`config.mk`:
```
export PLATFORM = sky130hd
export DESIGN_NAME = frame_decode_words
export DESIGN_NICKNAME = d
export VERILOG_FILES = /design/src/rtl/ISO14443A_pkg.sv /design/src/rtl/word_packer.sv /design/src/rtl/frame_decode_words.sv
export SDC_FILE = /design/constraint.sdc
export NUM_CORES = 1
export LEC_CHECK = 0
export ABC_CLOCK_PERIOD_IN_PS = 7400
export CAP_MARGIN = 15
export CELL_PAD_IN_SITES_DETAIL_PLACEMENT = 1
export CELL_PAD_IN_SITES_GLOBAL_PLACEMENT = 1
export CORE_ASPECT_RATIO = 0.75
export CORE_MARGIN = 8
export CORE_UTILIZATION = 44
export CTS_CLUSTER_DIAMETER = 120
export DETAILED_ROUTE_END_ITERATION = 8
export PLACE_DENSITY_LB_ADDON = 0.1
export SYNTH_ARGS = -nofsm -noshare
export SYNTH_HDL_FRONTEND = slang
export SYNTH_SLANG_ARGS = --single-unit
```
`constraint.sdc`:
```
create_clock -name clk -period 7.4 [get_ports clk]
set_input_delay 1.48 -clock clk [delete_from_list [all_inputs] [get_ports clk]]
set_output_delay 1.48 -clock clk [all_outputs]
set_load 0.02 [all_outputs]
```
`src/rtl/ISO14443A_pkg.sv`:
```
// Shared types and helpers for the ISO14443A frame decoder.
// Holds the decoder FSM encoding and the word parity function.
package ISO14443A_pkg;

    typedef enum logic [1:0] {
        ST_IDLE   = 2'd0,
        ST_DATA   = 2'd1,
        ST_PARITY = 2'd2,
        ST_DROP   = 2'd3
    } FrameDecodeState;

    // Expected parity bit for a zero-extended word (words up to 64 bits).
    function automatic logic calc_parity(input logic [63:0] word, input logic odd);
        return (^word) ^ odd;
    endfunction

endpackage

```
`src/rtl/word_packer.sv`:
```
// LSB-first shift register: bit i of the word is the i-th shifted bit.
// clr_i wins over shift_i; shifting stops once the word is full.
module word_packer #(
    parameter int W = 8,
    localparam int CW = $clog2(W + 1)
) (
    input  logic          clk,
    input  logic          rst_n,
    input  logic          clr_i,
    input  logic          shift_i,
    input  logic          bit_i,
    output logic [W-1:0]  data_o,
    output logic [CW-1:0] count_o,
    output logic          full_o
);

    logic [W-1:0]  data_q, data_d;
    logic [CW-1:0] count_q, count_d;

    assign full_o  = (count_q == CW'(W));
    assign data_o  = data_q;
    assign count_o = count_q;

    always_comb begin
        data_d  = data_q;
        count_d = count_q;
        if (clr_i) begin
            data_d  = '0;
            count_d = '0;
        end else if (shift_i && !full_o) begin
            data_d  = data_q | (W'(bit_i) << count_q);
            count_d = count_q + 1'b1;
        end
    end

    always_ff @(posedge clk) begin
        if (!rst_n) begin
            data_q  <= '0;
            count_q <= '0;
        end else begin
            data_q  <= data_d;
            count_q <= count_d;
        end
    end

endmodule

```
`src/rtl/frame_decode_words.sv`:
```
// ISO14443A bit-to-word frame decoder with per-word parity check.
// Define FRAME_DECODE_ERR_INDEX_EN to add the err_word_idx output.
module frame_decode_words
    import ISO14443A_pkg::*;
#(
    parameter int WORD_BITS = 8,
    parameter int MAX_WORDS = 64,
    localparam int BW = $clog2(WORD_BITS + 1)
) (
    input  logic                 clk,
    input  logic                 rst_n,
    input  logic                 parity_en,
    input  logic                 odd_parity,
    input  logic                 in_soc,
    input  logic                 in_eoc,
    input  logic                 in_data,
    input  logic                 in_data_valid,
    input  logic                 in_error,
    output logic                 out_soc,
    output logic                 out_eoc,
    output logic [WORD_BITS-1:0] out_data,
    output logic                 out_data_valid,
    output logic [BW-1:0]        out_data_bits,
    output logic                 out_error,
    output logic                 last_bit
`ifdef FRAME_DECODE_ERR_INDEX_EN
    ,
    output logic [$clog2(MAX_WORDS)-1:0] err_word_idx
`endif
);

    FrameDecodeState st_q, st_d;
    logic pe_q, pe_d, odd_q, odd_d;
    logic err_q, err_d, gw_q, gw_d;
    logic soc_q, soc_d, eoc_q, eoc_d, dv_q, dv_d;
    logic oerr_q, oerr_d, lb_q, lb_d;
    logic [WORD_BITS-1:0] data_q, data_d;
    logic [BW-1:0] bits_q, bits_d;

    logic pk_clr, pk_shift, pk_full;
    logic [WORD_BITS-1:0] pk_data;
    logic [BW-1:0] pk_count;

`ifdef FRAME_DECODE_ERR_INDEX_EN
    localparam int IW = $clog2(MAX_WORDS);
    logic [IW-1:0] widx_q, widx_d, eidx_q, eidx_d, oidx_q, oidx_d;
`endif

    word_packer #(.W(WORD_BITS)) u_pack (
        .clk     (clk),
        .rst_n   (rst_n),
        .clr_i   (pk_clr),
        .shift_i (pk_shift),
        .bit_i   (in_data),
        .data_o  (pk_data),
        .count_o (pk_count),
        .full_o  (pk_full)
    );

    logic [WORD_BITS-1:0] word_nx, word_v;
    logic [BW-1:0] cnt_nx, cnt_v;
    FrameDecodeState st_v;
    logic bad;

    assign word_nx = pk_data | (WORD_BITS'(in_data) << pk_count);
    assign cnt_nx  = pk_count + 1'b1;

    always_comb begin
        st_d = st_q; pe_d = pe_q; odd_d = odd_q;
        err_d = err_q; gw_d = gw_q; lb_d = lb_q;
        soc_d = 1'b0; eoc_d = 1'b0; dv_d = 1'b0; oerr_d = 1'b0;
        data_d = data_q; bits_d = bits_q;
        pk_clr = 1'b0; pk_shift = 1'b0;
        word_v = pk_data; cnt_v = pk_count; st_v = st_q; bad = 1'b0;
`ifdef FRAME_DECODE_ERR_INDEX_EN
        widx_d = widx_q; eidx_d = eidx_q; oidx_d = '0;
`endif
        if (in_soc) begin
            st_d = ST_DATA; soc_d = 1'b1; pk_clr = 1'b1;
            err_d = 1'b0; gw_d = 1'b0;
            pe_d = parity_en; odd_d = odd_parity;
`ifdef FRAME_DECODE_ERR_INDEX_EN
            widx_d = '0; eidx_d = '0;
`endif
        end else if (st_q != ST_IDLE) begin
            if (in_data_valid) lb_d = in_data;
            if (in_error) begin
`ifdef FRAME_DECODE_ERR_INDEX_EN
                if (!err_q) eidx_d = widx_q;
`endif
                err_d = 1'b1; st_d = ST_DROP;
            end else if (in_data_valid) begin
                case (st_q)
                    ST_DATA: begin
                        pk_shift = 1'b1; word_v = word_nx; cnt_v = cnt_nx;
                        if (cnt_nx == BW'(WORD_BITS)) begin
                            if (pe_q) begin
                                st_d = ST_PARITY;
                            end else begin
                                dv_d = 1'b1; data_d = word_nx;
                                bits_d = BW'(WORD_BITS);
                                pk_clr = 1'b1; cnt_v = '0; gw_d = 1'b1;
`ifdef FRAME_DECODE_ERR_INDEX_EN
                                if (widx_q != IW'(MAX_WORDS - 1)) widx_d = widx_q + 1'b1;
`endif
                            end
                        end
                    end
                    ST_PARITY: begin
                        if (pk_full && in_data == calc_parity(64'(pk_data), odd_q)) begin
                            dv_d = 1'b1; data_d = pk_data;
                            bits_d = BW'(WORD_BITS);
                            pk_clr = 1'b1; cnt_v = '0; gw_d = 1'b1;
                            st_d = ST_DATA;
`ifdef FRAME_DECODE_ERR_INDEX_EN
                            if (widx_q != IW'(MAX_WORDS - 1)) widx_d = widx_q + 1'b1;
`endif
                        end else begin
`ifdef FRAME_DECODE_ERR_INDEX_EN
                            eidx_d = widx_q;
`endif
                            err_d = 1'b1; st_d = ST_DROP;
                        end
                    end
                    default: ;
                endcase
            end
            // End of frame is judged on the state after this cycle's bit.
            if (in_eoc) begin
                st_v = st_d;
                eoc_d = 1'b1; st_d = ST_IDLE; pk_clr = 1'b1;
                if (st_v == ST_DATA && cnt_v != '0) begin
                    dv_d = 1'b1; data_d = word_v; bits_d = cnt_v;
                end
                bad = err_d || st_v == ST_PARITY ||
                      (st_v == ST_DATA && cnt_v == '0 && !gw_d);
                oerr_d = bad;
`ifdef FRAME_DECODE_ERR_INDEX_EN
                if (bad) oidx_d = err_d ? eidx_d : widx_d;
`endif
            end
        end
    end

    always_ff @(posedge clk) begin
        if (!rst_n) begin
            st_q <= ST_IDLE; pe_q <= 1'b0; odd_q <= 1'b0;
            err_q <= 1'b0; gw_q <= 1'b0; lb_q <= 1'b0;
            soc_q <= 1'b0; eoc_q <= 1'b0; dv_q <= 1'b0; oerr_q <= 1'b0;
            data_q <= '0; bits_q <= '0;
`ifdef FRAME_DECODE_ERR_INDEX_EN
            widx_q <= '0; eidx_q <= '0; oidx_q <= '0;
`endif
        end else begin
            st_q <= st_d; pe_q <= pe_d; odd_q <= odd_d;
            err_q <= err_d; gw_q <= gw_d; lb_q <= lb_d;
            soc_q <= soc_d; eoc_q <= eoc_d; dv_q <= dv_d; oerr_q <= oerr_d;
            data_q <= data_d; bits_q <= bits_d;
`ifdef FRAME_DECODE_ERR_INDEX_EN
            widx_q <= widx_d; eidx_q <= eidx_d; oidx_q <= oidx_d;
`endif
        end
    end

    assign out_soc        = soc_q;
    assign out_eoc        = eoc_q;
    assign out_data       = data_q;
    assign out_data_valid = dv_q;
    assign out_data_bits  = bits_q;
    assign out_error      = oerr_q;
    assign last_bit       = lb_q;
`ifdef FRAME_DECODE_ERR_INDEX_EN
    assign err_word_idx   = oidx_q;
`endif

endmodule
```
Word-level counts from Yosys, hierarchy flattened:

Index checks and enable logic that the tools add are counted.

* shifts and indexed selects: 1
* add/subtract/negate cells: 1
* equality and inequality tests: 7
* reductions and logical operators: 20
* multiply operators: 0
* div/mod/pow operators: 0
* multiplexer cells: 70
* $lt $le $gt $ge: 0
* bitwise logic cells: 6

Operator list (count)
* 2-to-1 mux 8 bit: 10
* parity 64 bit: 1
* 2-to-1 mux 4 bit: 14
* 2-to-1 mux 1 bit: 32
* 2-to-1 mux 2 bit: 8
* one-hot mux 4 bit (2 select lines): 2
* one-hot mux 8 bit (2 select lines): 1
* == test 4 bit (second input constant): 2
* bitwise OR 8 bit: 1
* << shifter 1 x 4 -> 8 bit: 1
* logical AND 1 bit: 5
* adder 4 x 1 -> 4 bit (second input constant): 1
* == test 2 x 1 -> 1 bit (second input constant): 2
* == test 2 bit (second input constant): 2
* logical NOT 4 bit: 1
* NOT 1 bit: 4
* one-hot mux 1 bit (2 select lines): 2
* one-hot mux 2 bit (2 select lines): 1
* nonzero test 2 bit: 2
* nonzero test 4 bit: 1
* OR reduction 2 bit: 2
* OR reduction 4 bit: 1
* AND reduction 3 bit: 1
* OR reduction 3 bit: 1
* other kinds (5): 7

* memories kept: 0
* bits in read-only memories: 0
* latch bits: 0
* logic and storage cells: 120
* flip-flop bits (word level): 35
* output and inout port bits: 17
* bits in writable memories: 0
* input bits: 9

Longest topological paths before layout:

* depth in word-level cells: 14
* gate-level depth with buffers: 12
* gate-level depth less buffers: 10

Modules after synthesis:

Synthesis repeated with hierarchy kept, for this count alone.

* cells, all modules: 280
* area, all modules: 2194.6 µm²

By module, submodules not included
* frame_decode_words: seq. area each 460.4 µm², cells each 223, instances 1, area each 1695.4 µm²
* word_packer: seq. area each 240.2 µm², cells each 57, instances 1, area each 499.2 µm²

Least setup slack after synthesis:

OpenSTA, ideal clock, no wires.

* path kind: input to register
* from: input port in_data
* to: register bits_q[1], in the netlist out_data_bits[1]
* cell stages on the path: 10
* setup slack: 3.941 ns
* setup time: 0.117 ns
* path buffers: 2
* data required time: 7.283 ns
* arrival: 3.343 ns
* cells stage by stage: xnor2_1 -> xnor3_1 -> xnor2_2 -> a21oi_1 -> or3b_1 -> buf_6 -> o21ai_1 -> a21boi_1 -> buf_6 -> a22o_1

* cells in the longest elaborated chain, start to end: 12
* elaborated cells on any way between the ends: 23
* those cells by class: eq/ne (2); mux (18); reduce/logical (3)

Ends and longest elaborated chain
* start, declared: line frame_decode_words.sv:16 `input logic in_data,`
* == test 1 bit (*): line frame_decode_words.sv:110 `if (pk_full && in_data == calc_parity(64'(pk_data), odd_q)) begin`
* logical AND 1 bit (*): line frame_decode_words.sv:110
* 2-to-1 mux 2 bit / 2-to-1 mux 4 bit (equally long branches): line frame_decode_words.sv:110
* one-hot mux 2 bit (2 select lines) / one-hot mux 4 bit (2 select lines) (equally long branches): line frame_decode_words.sv:93 `case (st_q)`
* 2-to-1 mux 2 bit / 2-to-1 mux 4 bit (equally long branches): line frame_decode_words.sv:92 `end else if (in_data_valid) begin`
* 2-to-1 mux 2 bit / 2-to-1 mux 4 bit (equally long branches): line frame_decode_words.sv:87 `if (in_error) begin`
* 2-to-1 mux 2 bit / 2-to-1 mux 4 bit (equally long branches): line frame_decode_words.sv:85 `end else if (st_q != ST_IDLE) begin`
* 2-to-1 mux 2 bit / 2-to-1 mux 4 bit (equally long branches): line frame_decode_words.sv:78 `if (in_soc) begin`
* == test 2 x 1 -> 1 bit / nonzero test 4 bit (equally long branches): line frame_decode_words.sv:132 `if (st_v == ST_DATA && cnt_v != '0) begin`
* logical AND 1 bit: line frame_decode_words.sv:132
* 2-to-1 mux 4 bit: line frame_decode_words.sv:132
* 2-to-1 mux 4 bit (*): line frame_decode_words.sv:129 `if (in_eoc) begin`
* end signal, assigned: line frame_decode_words.sv:158 `data_q <= data_d; bits_q <= bits_d;`
* end, declared: line frame_decode_words.sv:38 `logic [BW-1:0] bits_q, bits_d;`

Every way passes the cells marked *; elsewhere a longest branch is shown, timed or not. The select of a mux whose other input is x is not followed.
A chain may end at the register's enable or synchronous reset.

Worst setup path after layout:

* from: input port in_data
* to: register data_q[7], in the netlist out_data[7]

* cells in the longest elaborated chain, start to end: 12
* elaborated cells on any way between the ends: 30
* those cells by class: eq/ne (2); shift (1); mux (23); bitwise (1); reduce/logical (3)

Ends and longest elaborated chain
* == test 1 bit: line frame_decode_words.sv:110
* logical AND 1 bit: line frame_decode_words.sv:110
* 2-to-1 mux 2 bit / 2-to-1 mux 4 bit (equally long branches): line frame_decode_words.sv:110
* one-hot mux 2 bit (2 select lines) / one-hot mux 4 bit (2 select lines) (equally long branches): line frame_decode_words.sv:93
* 2-to-1 mux 2 bit / 2-to-1 mux 4 bit (equally long branches): line frame_decode_words.sv:92
* 2-to-1 mux 2 bit / 2-to-1 mux 4 bit (equally long branches): line frame_decode_words.sv:87
* 2-to-1 mux 2 bit / 2-to-1 mux 4 bit (equally long branches): line frame_decode_words.sv:85
* 2-to-1 mux 2 bit / 2-to-1 mux 4 bit (equally long branches): line frame_decode_words.sv:78
* == test 2 x 1 -> 1 bit / nonzero test 4 bit (equally long branches): line frame_decode_words.sv:132
* logical AND 1 bit: line frame_decode_words.sv:132
* 2-to-1 mux 8 bit: line frame_decode_words.sv:132
* 2-to-1 mux 8 bit (*): line frame_decode_words.sv:129
* end signal, assigned: line frame_decode_words.sv:158
* end, declared: line frame_decode_words.sv:37 `logic [WORD_BITS-1:0] data_q, data_d;`

Marks and branches as above.

==> impl_summary.txt <==
----------------------------------------------------
[Outcome]
  Result of the run ... complete, no violations

[STA]
  Final Max Tran Viols ... 0
  Actual transition at the worst max-transition pin ... 0.905 ns
  Final hold violations ... 0
  Count of endpoints failing setup in the final report ... 0
  Sum Neg Setup Slack ... 0 ns
  Worst setup skew after layout ... 0.00438 ns
  Peak Freq ... 241 MHz
  Worst-case headroom to the max-slew limit ... 39.5%
  Shortest period the worst path allows ... 4.16 ns
  Setup repair after global routing missed its margin ... no
  Share of the cycle needed by the critical path after routing ... 56.2%

[Finish]
  Area delta synth->final ... 17.7%
  Core utilization of the finished layout ... 53.0%
  Fill count ... 523
  Antenna diode count ... 0
  Share of post-route cells with drive strength above 1 ... 8.30%
  Final net count ... 267
  Final Instance Count excl. Fillers ... 310

[Floorplan]
  Horizontal extent of the die ... 93.6 um
  Die area ... 6950 sq um
  Total I/O pin count ... 26
  Placeable Area ... 4410 sq um
  Initial standard-cell utilization of the core ... 45.1%
  Cell Rows ... 21
  Overall die height ... 74.2 um

[Worst setup path]
  Buf+Inv Stages, Crit Path ... 1
  Largest delay share family, worst path ... compound AO/OA/AOI/OAI gates
  Largest driver fanout on the critical path ... 11
  Data required time of the critical path ... 7.58 ns
  Largest stage delay on the critical path ... 0.52 ns
  Kind of start point of the critical path ... input pin
  Worst setup EP type ... flop
  Arrival time at the worst endpoint ... 4.34 ns
  Class of the most critical setup path ... input pin to flop
  CP Cell Sequence ... clkdlybuf4s50_1 > xnor2_1 > xnor3_1 > xnor2_2 > a21oi_1 > or3b_1 > o21ai_1 > a21boi_1 > a211o_1
  Highest-delay cell along the critical path ... clkdlybuf4s50_1

[Logic synthesis]
  Syn Std Cell Area ... 1990 sq um
  Async set or reset register ratio after synthesis ... 0%
  Part of the Yosys area used for sequential elements ... 35.2%
  Top post-synthesis cells by count ... dfxtp_1, nor2_1, a21oi_1
  Count of yosys warnings during synthesis ... 0
  Net count after synthesis ... 245
  Most used flip-flop cell after synthesis ... dfxtp_1
  Post-synth cell types ... 56
  Share of the synthesized area in the top cell type ... 35.2%
  Gate Count Post-Synth ... 230
  Leading cell types by total area after synthesis ... dfxtp_1, a21oi_1, nor2_1, ha_1, o2bb2ai_1
  Dominant cell by count in the synthesized netlist ... dfxtp_1
  Synthesized area per cell ... 8.65 sq um
  Flip-flop and latch count after synthesis ... 35
  Library cell occupying the most area in the post-synthesis netlist ... dfxtp_1
  Post-synth EDFFs ... 0

[CTS]
  Clock latency at the later pin of the worst-skew pair ... 0.29 ns
  Hold buffers post-CTS ... 0
  Clock slew seen by the registers of the worst setup and hold paths ... 0.07 ns
  Number of buffers added by the clock tree synthesis step ... 5
  Setup bufs post-CTS ... 0
  Clock Sinks ... 35
  CTS-repair resized insts ... 0
  TritonCTS clock tree ... built
  Buffer levels on the longest clock path ... 2
  CTS Root Buffer Type ... clkbuf_8
  H-tree levels ... 2

[Pwr]
  Design Power ... 405 uW
  Lkg Pwr ... 0.866 nW
  Worst VDD drop ... 0.106 mV
  Power Dens Cells ... 173 nW/um^2

[Place]
  Weighted congestion reported at the end of routability-driven placement ... 0.872
  Number of port buffers ... 25
  Post-detailed-placement half-perimeter wirelength ... 4240 um
  Post-placement cell count ... 302

[GRT]
  Antenna violations before repair ... 0
  Pin count of the biggest net entering global routing ... 15
  Via count of the first global-routing pass ... 1737
  Global-route wire length before repair ... 9200 um
  Congestion Overflow GR ... 0
  Global routing usage summed across all routing layers ... 17.1%

[Drt]
  Detailed router's first-iteration violation count ... 103
  Via density ... 5.71
  Number of remaining DRC errors ... 0
  Average detailed-routed wire length per instance ... 18.4 um
  Routed wire length ... 5710 um
  Pre-antenna DRT Iters ... 4
  Detailed-route via count ... 1769
  ANT nets after route ... 0

[Min path]
  Class of the tightest hold or removal check ... flop to flop

[Job]
  Reported max-cap violation count ... 0

----------------------------------------------------
## worst reg2reg max path: stages (launching register included)
cell and delay, ns:
dfxtp_1 0.59, ha_1 0.28, or3b_2 0.47, a21o_1 0.21
a21oi_1 0.18, o211ai_1 0.17, o211ai_1 0.29, o21ai_1 0.09
a21boi_1 0.73, a211o_1 0.22
## final timing paths
path	startpoint	end	slack (ns)	cells after the start
min reg2reg	out_data_bits[2]$_SDFFE_PN0P_	out_data_bits[2]$_SDFFE_PN0P_	0.47	1
min	out_data_bits[2]$_SDFFE_PN0P_	out_data_bits[2]$_SDFFE_PN0P_	0.47	1
max reg2reg	u_pack.count_o[0]$_SDFFE_PP0P_	out_data[7]$_SDFFE_PN0P_	4.13	9
max	in_data	out_data[7]$_SDFFE_PN0P_	3.24	9
## per-stage QoR
step	cell area, sq um	worst slack [ns]	hold slack (ns)
finish	2340	3.24	0.469
global route	2340	3.04	0.486
CTS	2340	3.28	0.472
detailed placement	2230	3.01	0.447
global placement	2230	3.03	0.445
floorplan	1990	3.94	0.440
## layer usage
layer,global-route usage [%],wire length [um],vias to the layer above
met3,4.54,291,2
li1,-,-,873
met5,0,0,-
met1,25.2,3100,856
met2,24.2,2300,38
met4,3.15,10,0
## cell type report
cell class	count	area (sq um)	area share [%]
multi-input cells	176	1170	49.9
clock buffers	5	68.8	2.94
repair buffers	26	258	11.0
inverters	8	30.0	1.28
well taps	57	71.3	3.05
clock inverters	3	43.8	1.87
flip-flops and latches	35	701	29.9
## power by group
part,switching [mW],internal [mW]
sequential,0.00164,0.190
combinational,0.0224,0.0158
clock,0.0749,0.100
## cells by family after synthesis
family / synth area share (%)
AOI/OAI and AO/OA: 24.8
xor gates and xnor gates: 5.91
adders and majority gates: 3.77
buffers and inverters: 6.04
DFF: 35.2
muxes: 1.51
and+or+nand+nor: 22.7
## state kept, by name, indices dropped and copies added (netlist names), 2 cells and up
register and cells:
out_data 8, out_data_bits 4, u_pack.data_o 8, u_pack.count_o 4, st_q 2
## cells in the final DEF (no fill, tap or decap), types with 6 or more instances in the layout
cell type        Yosys  routed
a21oi_1             18      18
a31oi_1              7       7
clkdlybuf4s50_1      0      25
dfxtp_1             35      35
ha_1                 6       6
inv_1                8       8
nand2_1             14      14
nand3_1              9       9
nor2_1              21      21
nor2b_1              6       6
nor3_1               6       6
o21ai_0              6       6
o2bb2ai_1            8       8
xnor2_1              7       7
No activity file was read; power rests on OpenSTA's default activity.
